===== config.mk =====
export PLATFORM = sky130hd
export DESIGN_NAME = sfx_sequencer
export DESIGN_NICKNAME = d
export VERILOG_FILES = /design/src/rtl/sfx_sequencer.sv
export SDC_FILE = /design/constraint.sdc
export NUM_CORES = 1
export LEC_CHECK = 0
export ABC_AREA = 0
export BUFFER_PORTS_ARGS = -buffer_cell sky130_fd_sc_hd__buf_4
export CORE_ASPECT_RATIO = 0.6
export CORE_MARGIN = 2
export CORE_UTILIZATION = 60
export CTS_BUF_LIST = sky130_fd_sc_hd__clkbuf_4
export CTS_CLUSTER_SIZE = 12
export DETAILED_ROUTE_END_ITERATION = 10
export PLACE_DENSITY = 0.79
export SYNTH_ARGS = -nofsm -noshare
export SYNTH_HDL_FRONTEND = slang
export SYNTH_SLANG_ARGS = --single-unit

===== constraint.sdc =====
create_clock -name clk -period 4.87 [get_ports clk]
set_input_delay 0.487 -clock clk [delete_from_list [all_inputs] [get_ports clk]]
set_output_delay 0.487 -clock clk [all_outputs]
set_load 0.01 [all_outputs]

===== src/rtl/sfx_sequencer.sv =====
// Sound-effect voice: plays a 4-note square-wave jingle for eat/hit/die triggers.
// Optional SFX_ENVELOPE_EN adds a decaying volume envelope applied via a 4-bit PWM gate.
module sfx_sequencer #(
  parameter int FRAMES_PER_NOTE = 4,
  parameter int DIV_W           = 16
) (
  input  logic       clk,
  input  logic       reset,
  input  logic       frame_end,
  input  logic       eat_sound,
  input  logic       hit_sound,
  input  logic       die_sound,
  input  logic       mute,
  output logic       sound_out,
  output logic       busy,
  output logic [1:0] sfx_id,
  output logic [3:0] volume
);

  typedef enum logic {IDLE, PLAY} state_t;

  state_t             state, state_n;
  logic [1:0]         sfx_id_n;
  logic [1:0]         note_idx, note_idx_n;
  logic [3:0]         frame_cnt, frame_cnt_n;
  logic [DIV_W-1:0]   div_cnt, div_cnt_n;
  logic               sq, sq_n;
  logic [3:0]         volume_n;
  logic               sound_n;
  logic [1:0]         req_id;
  logic               accept;
  logic [DIV_W-1:0]   half;
  logic               env_gate;

  // Half-period in clk cycles; zero marks a rest note.
  function automatic logic [DIV_W-1:0] half_lookup(input logic [1:0] id, input logic [1:0] note);
    logic [DIV_W-1:0] h;
    h = '0;
    case (id)
      2'd1: case (note)
        2'd0: h = DIV_W'(9000);
        2'd1: h = DIV_W'(7500);
        2'd2: h = DIV_W'(6000);
        default: h = DIV_W'(4500);
      endcase
      2'd2: case (note)
        2'd0: h = DIV_W'(15000);
        2'd2: h = DIV_W'(15000);
        default: h = '0;
      endcase
      2'd3: case (note)
        2'd0: h = DIV_W'(8000);
        2'd1: h = DIV_W'(11000);
        2'd2: h = DIV_W'(16000);
        default: h = DIV_W'(24000);
      endcase
      default: h = '0;
    endcase
    return h;
  endfunction

`ifdef SFX_ENVELOPE_EN
  logic [3:0] pwm_cnt;

  always_ff @(posedge clk or posedge reset) begin
    if (reset) pwm_cnt <= '0;
    else       pwm_cnt <= pwm_cnt + 4'd1;
  end

  assign env_gate = (pwm_cnt < volume);
`else
  assign env_gate = 1'b1;
`endif

  assign busy = (state == PLAY);

  always_comb begin
    req_id = die_sound ? 2'd3 : hit_sound ? 2'd2 : eat_sound ? 2'd1 : 2'd0;
    accept = (req_id != 2'd0) && ((state == IDLE) || (req_id >= sfx_id));
    half   = half_lookup(sfx_id, note_idx);
  end

  always_comb begin
    state_n     = state;
    sfx_id_n    = sfx_id;
    note_idx_n  = note_idx;
    frame_cnt_n = frame_cnt;
    div_cnt_n   = div_cnt;
    sq_n        = sq;
    volume_n    = volume;
    if (accept) begin
      state_n     = PLAY;
      sfx_id_n    = req_id;
      note_idx_n  = 2'd0;
      frame_cnt_n = 4'd0;
      div_cnt_n   = '0;
      sq_n        = 1'b0;
      volume_n    = 4'd15;
    end else if (state == PLAY) begin
      if (half == '0) begin
        div_cnt_n = '0;
        sq_n      = 1'b0;
      end else if (div_cnt == half - DIV_W'(1)) begin
        div_cnt_n = '0;
        sq_n      = ~sq;
      end else begin
        div_cnt_n = div_cnt + DIV_W'(1);
      end
      if (frame_end) begin
`ifdef SFX_ENVELOPE_EN
        volume_n = (volume == 4'd0) ? 4'd0 : volume - 4'd1;
`endif
        if (frame_cnt == 4'(FRAMES_PER_NOTE - 1)) begin
          frame_cnt_n = 4'd0;
          div_cnt_n   = '0;
          sq_n        = 1'b0;
          note_idx_n  = note_idx + 2'd1;
          if (note_idx == 2'd3) begin
            state_n  = IDLE;
            sfx_id_n = 2'd0;
            volume_n = 4'd0;
          end
        end else begin
          frame_cnt_n = frame_cnt + 4'd1;
        end
      end
    end
    // Gating with the next state keeps the pin low from the first IDLE cycle.
    sound_n = sq & ~mute & env_gate & (state_n == PLAY);
  end

  always_ff @(posedge clk or posedge reset) begin
    if (reset) begin
      state     <= IDLE;
      sfx_id    <= 2'd0;
      note_idx  <= 2'd0;
      frame_cnt <= 4'd0;
      div_cnt   <= '0;
      sq        <= 1'b0;
      volume    <= 4'd0;
      sound_out <= 1'b0;
    end else begin
      state     <= state_n;
      sfx_id    <= sfx_id_n;
      note_idx  <= note_idx_n;
      frame_cnt <= frame_cnt_n;
      div_cnt   <= div_cnt_n;
      sq        <= sq_n;
      volume    <= volume_n;
      sound_out <= sound_n;
    end
  end

endmodule

==> results.yml <==
global_route:
  grt_pass1_vias: 1880
  grt_usage_pct: 27.8
  antenna_found_initial: 0
  grt_max_degree: 29
  grt.overflow.total: 0
  grt_pass1_wl_um: 9560
route:
  wirelength_um: 5700
  via_per_inst: 6.53
  ant_nets: 0
  firstDrtPassIters: 5
  drt_iter0_drc: 217
  drc: 0
  vias: 2194
  wire_per_inst_um: 17.0
pwr:
  power_frac_clock_pct: 14.8
  finalPower_mw: 1.09
  combPwrFrac_pct: 54.9
  p_sw_mw: 0.509
  powerDensity_mw_per_mm2: 430
  p_leak_nw: 1.02
  swShare_pct: 46.8
  peakVddDrop_v: 0.000294
  internal_power_mw: 0.578
  pwr-share-seq_pct: 30.3
timing:
  setup_viol: 0
  slew_viol_final: 0
  grt_setup_unrepaired: "no"
  hold_viol_final: 0
  post-route-period-util_pct: 73.0
  fin_skew_ns: 0.00257
  maxSlewHeadroom_pct: 25.8
  period_minus_slack_ns: 3.55
  fin_tns_setup_ns: 0
  worstMarginPinSlew_ns: 1.11
  clock.fmax_mhz: 281
place:
  dp_hpwl_um: 4270
  portBuffers: 14
  gp_congestion: 0.877
logic_synthesis:
  ys_types: 56
  synth_top_family_by_area: "simple AND/OR/NAND/NOR gates"
  synth.most_common_cell: "nand2_1"
  synthFlopType: "dfrtp_1"
  netlist_area_mm2: 0.00239
  synth-compound-area-share_pct: 25.2
  netlist_instances: 286
  synthArstFlopShare_pct: 100
  synth_area_per_cell_um2: 8.37
  ys_seq_area_share_pct: 29.3
  synth.area.mux_share_pct: 0.888
  yosys.area_share.simple_pct: 26.5
  synth_edf_count: 0
  yosys-top-cells-count: "nand2_1 (36), dfrtp_1 (28), nor2_1 (24)"
  ys_top_cells_by_area: "dfrtp_1 (29%), ha_1 (6.3%), nand2_1 (5.6%), xnor2_1 (4.8%), nor2_1 (3.8%)"
  synth_adder_area_share_pct: 6.27
  synth_largest_area_cell: "dfrtp_1"
  syn_nets: 305
  synth_top_area_share_pct: 29.3
  yosys.area_share.xor_xnor_pct: 6.06
  yosysWarnings: 0
  ys_seq_elements: 28
clock_tree:
  cts_hold_buf: 0
  clk_pin_slew_worst_paths_ns: 0.16
  tritoncts: "yes"
  cts_htree_levels: 1
  cts_sinks: 28
  clock_path_buffers: 2
  clk_latency_ns: 0.35
  cts_resized: 0
  cts_buffers: 3
  cts_setup_buffers: 0
  cts-root-buf: "clkbuf_4"
setup_path:
  crit_arrival_ns: 3.79
  critPathLaunchType: "register"
  endpoint_kind: "register"
  crit_required_ns: 5.11
  worstSetupPathType: "register to register"
  worstPathMaxFanout: 10
  r2r_slack_ns: 1.32
flow_run:
  drv_cap: 0
hold_path:
  hold_class: "input port to register"
run_status:
  status: "finished clean"
die:
  fp.dieW_um: 85.6
  io_pins: 15
  start_util_pct: 64.0
  fp-row-count: 17
  core_mm2: 0.00374
  die-height_um: 52.9
  dieArea_mm2: 0.00453
final_layout:
  finalNetCount: 309
  n_antenna_cell: 0
  areaGrowthSynthToFinish_pct: 5.64
  drive_gt1_share_pct: 12.1
## per-stage QoR
step                cells  area [µm²]  setup WS, ns  hold slack (ns)  util [%]
detailed placement    332        2480          1.39            0.540      66.2
finish                336        2530          1.32            0.383      67.6
CTS                   336        2530          1.35            0.375      67.6
floorplan             286        2390          1.80            0.486         -
global route          336        2530          1.04            0.366      67.6
global placement      332        2480          1.54            0.515      66.2
## metal layers
metal	global-route usage (%)	routed length, µm	vias to the layer above
met5	0	0	-
met4	6.61	69	0
met3	6.55	492	7
met2	37.4	2250	87
met1	43.8	2890	1044
li1	-	-	1056
## state kept, by name (all words and copies together), names as in the netlist
name       flops
busy           1
div_cnt       16
frame_cnt      4
note_idx       2
sfx_id         2
sound_out      1
sq             1
volume         1
## logic make-up after synthesis
logic type      count (synthesis)
compound gates                 75
xor+xnor                       15
fa+ha+maj                      12
buf+inv                        29
flops                          28
mux                             2
simple gates                  125
## power groups by stage
stage	clock [mW]	sequential (mW)	combinational, mW
after floorplan	0	0.292	0.516
after global placement	0	0.328	0.574
after detailed placement	0	0.331	0.585
after CTS	0.163	0.327	0.591
after global routing	0.171	0.338	0.654
final	0.161	0.329	0.597
## path summary, 6_finish.rpt
kind,end,cells after the start,from
max,div_cnt[2],13,note_idx[0]
max reg2reg,div_cnt[2],13,note_idx[0]
min in group asynchronous,div_cnt[14],2,reset
min,sound_out,2,mute
max in group asynchronous,frame_cnt[0],2,reset
min reg2reg,div_cnt[0],1,div_cnt[0]
## placed cells by master (no fill, tap or decap), drive strengths merged, types with 7 or more instances in the layout
| cell type | n |
|---|---|
| ha | 12 |
| xnor2 | 13 |
| o221ai | 7 |
| buf | 15 |
| o211ai | 13 |
| nand2 | 36 |
| inv | 13 |
| nand2b | 9 |
| o21ai | 9 |
| a21oi | 12 |
| nor2 | 24 |
| nand3 | 16 |
| dfrtp | 28 |
## critical path: stages (launching register included)
cell	delay [ns]
dfrtp_1	0.47
inv_1	0.16
ha_1	0.32
o21a_1	0.36
nor2_1	0.09
a221o_1	0.29
ha_1	0.29
xnor2_1	0.13
nor2_1	0.12
o221ai_1	0.19
a2111oi_4	0.41
o211ai_4	0.21
o21ai_4	0.27
o311ai_1	0.13
## area by class of cell
class	instances	area, µm²
fillers	310	1210
clock buffers	3	22.5
well taps	47	58.8
inverters	13	48.8
clock inverters	1	30.0
flip-flops and latches	28	701
multi-input cells	229	1560
repair buffers	15	113
Note: power is estimated with default switching activity, not from simulation.
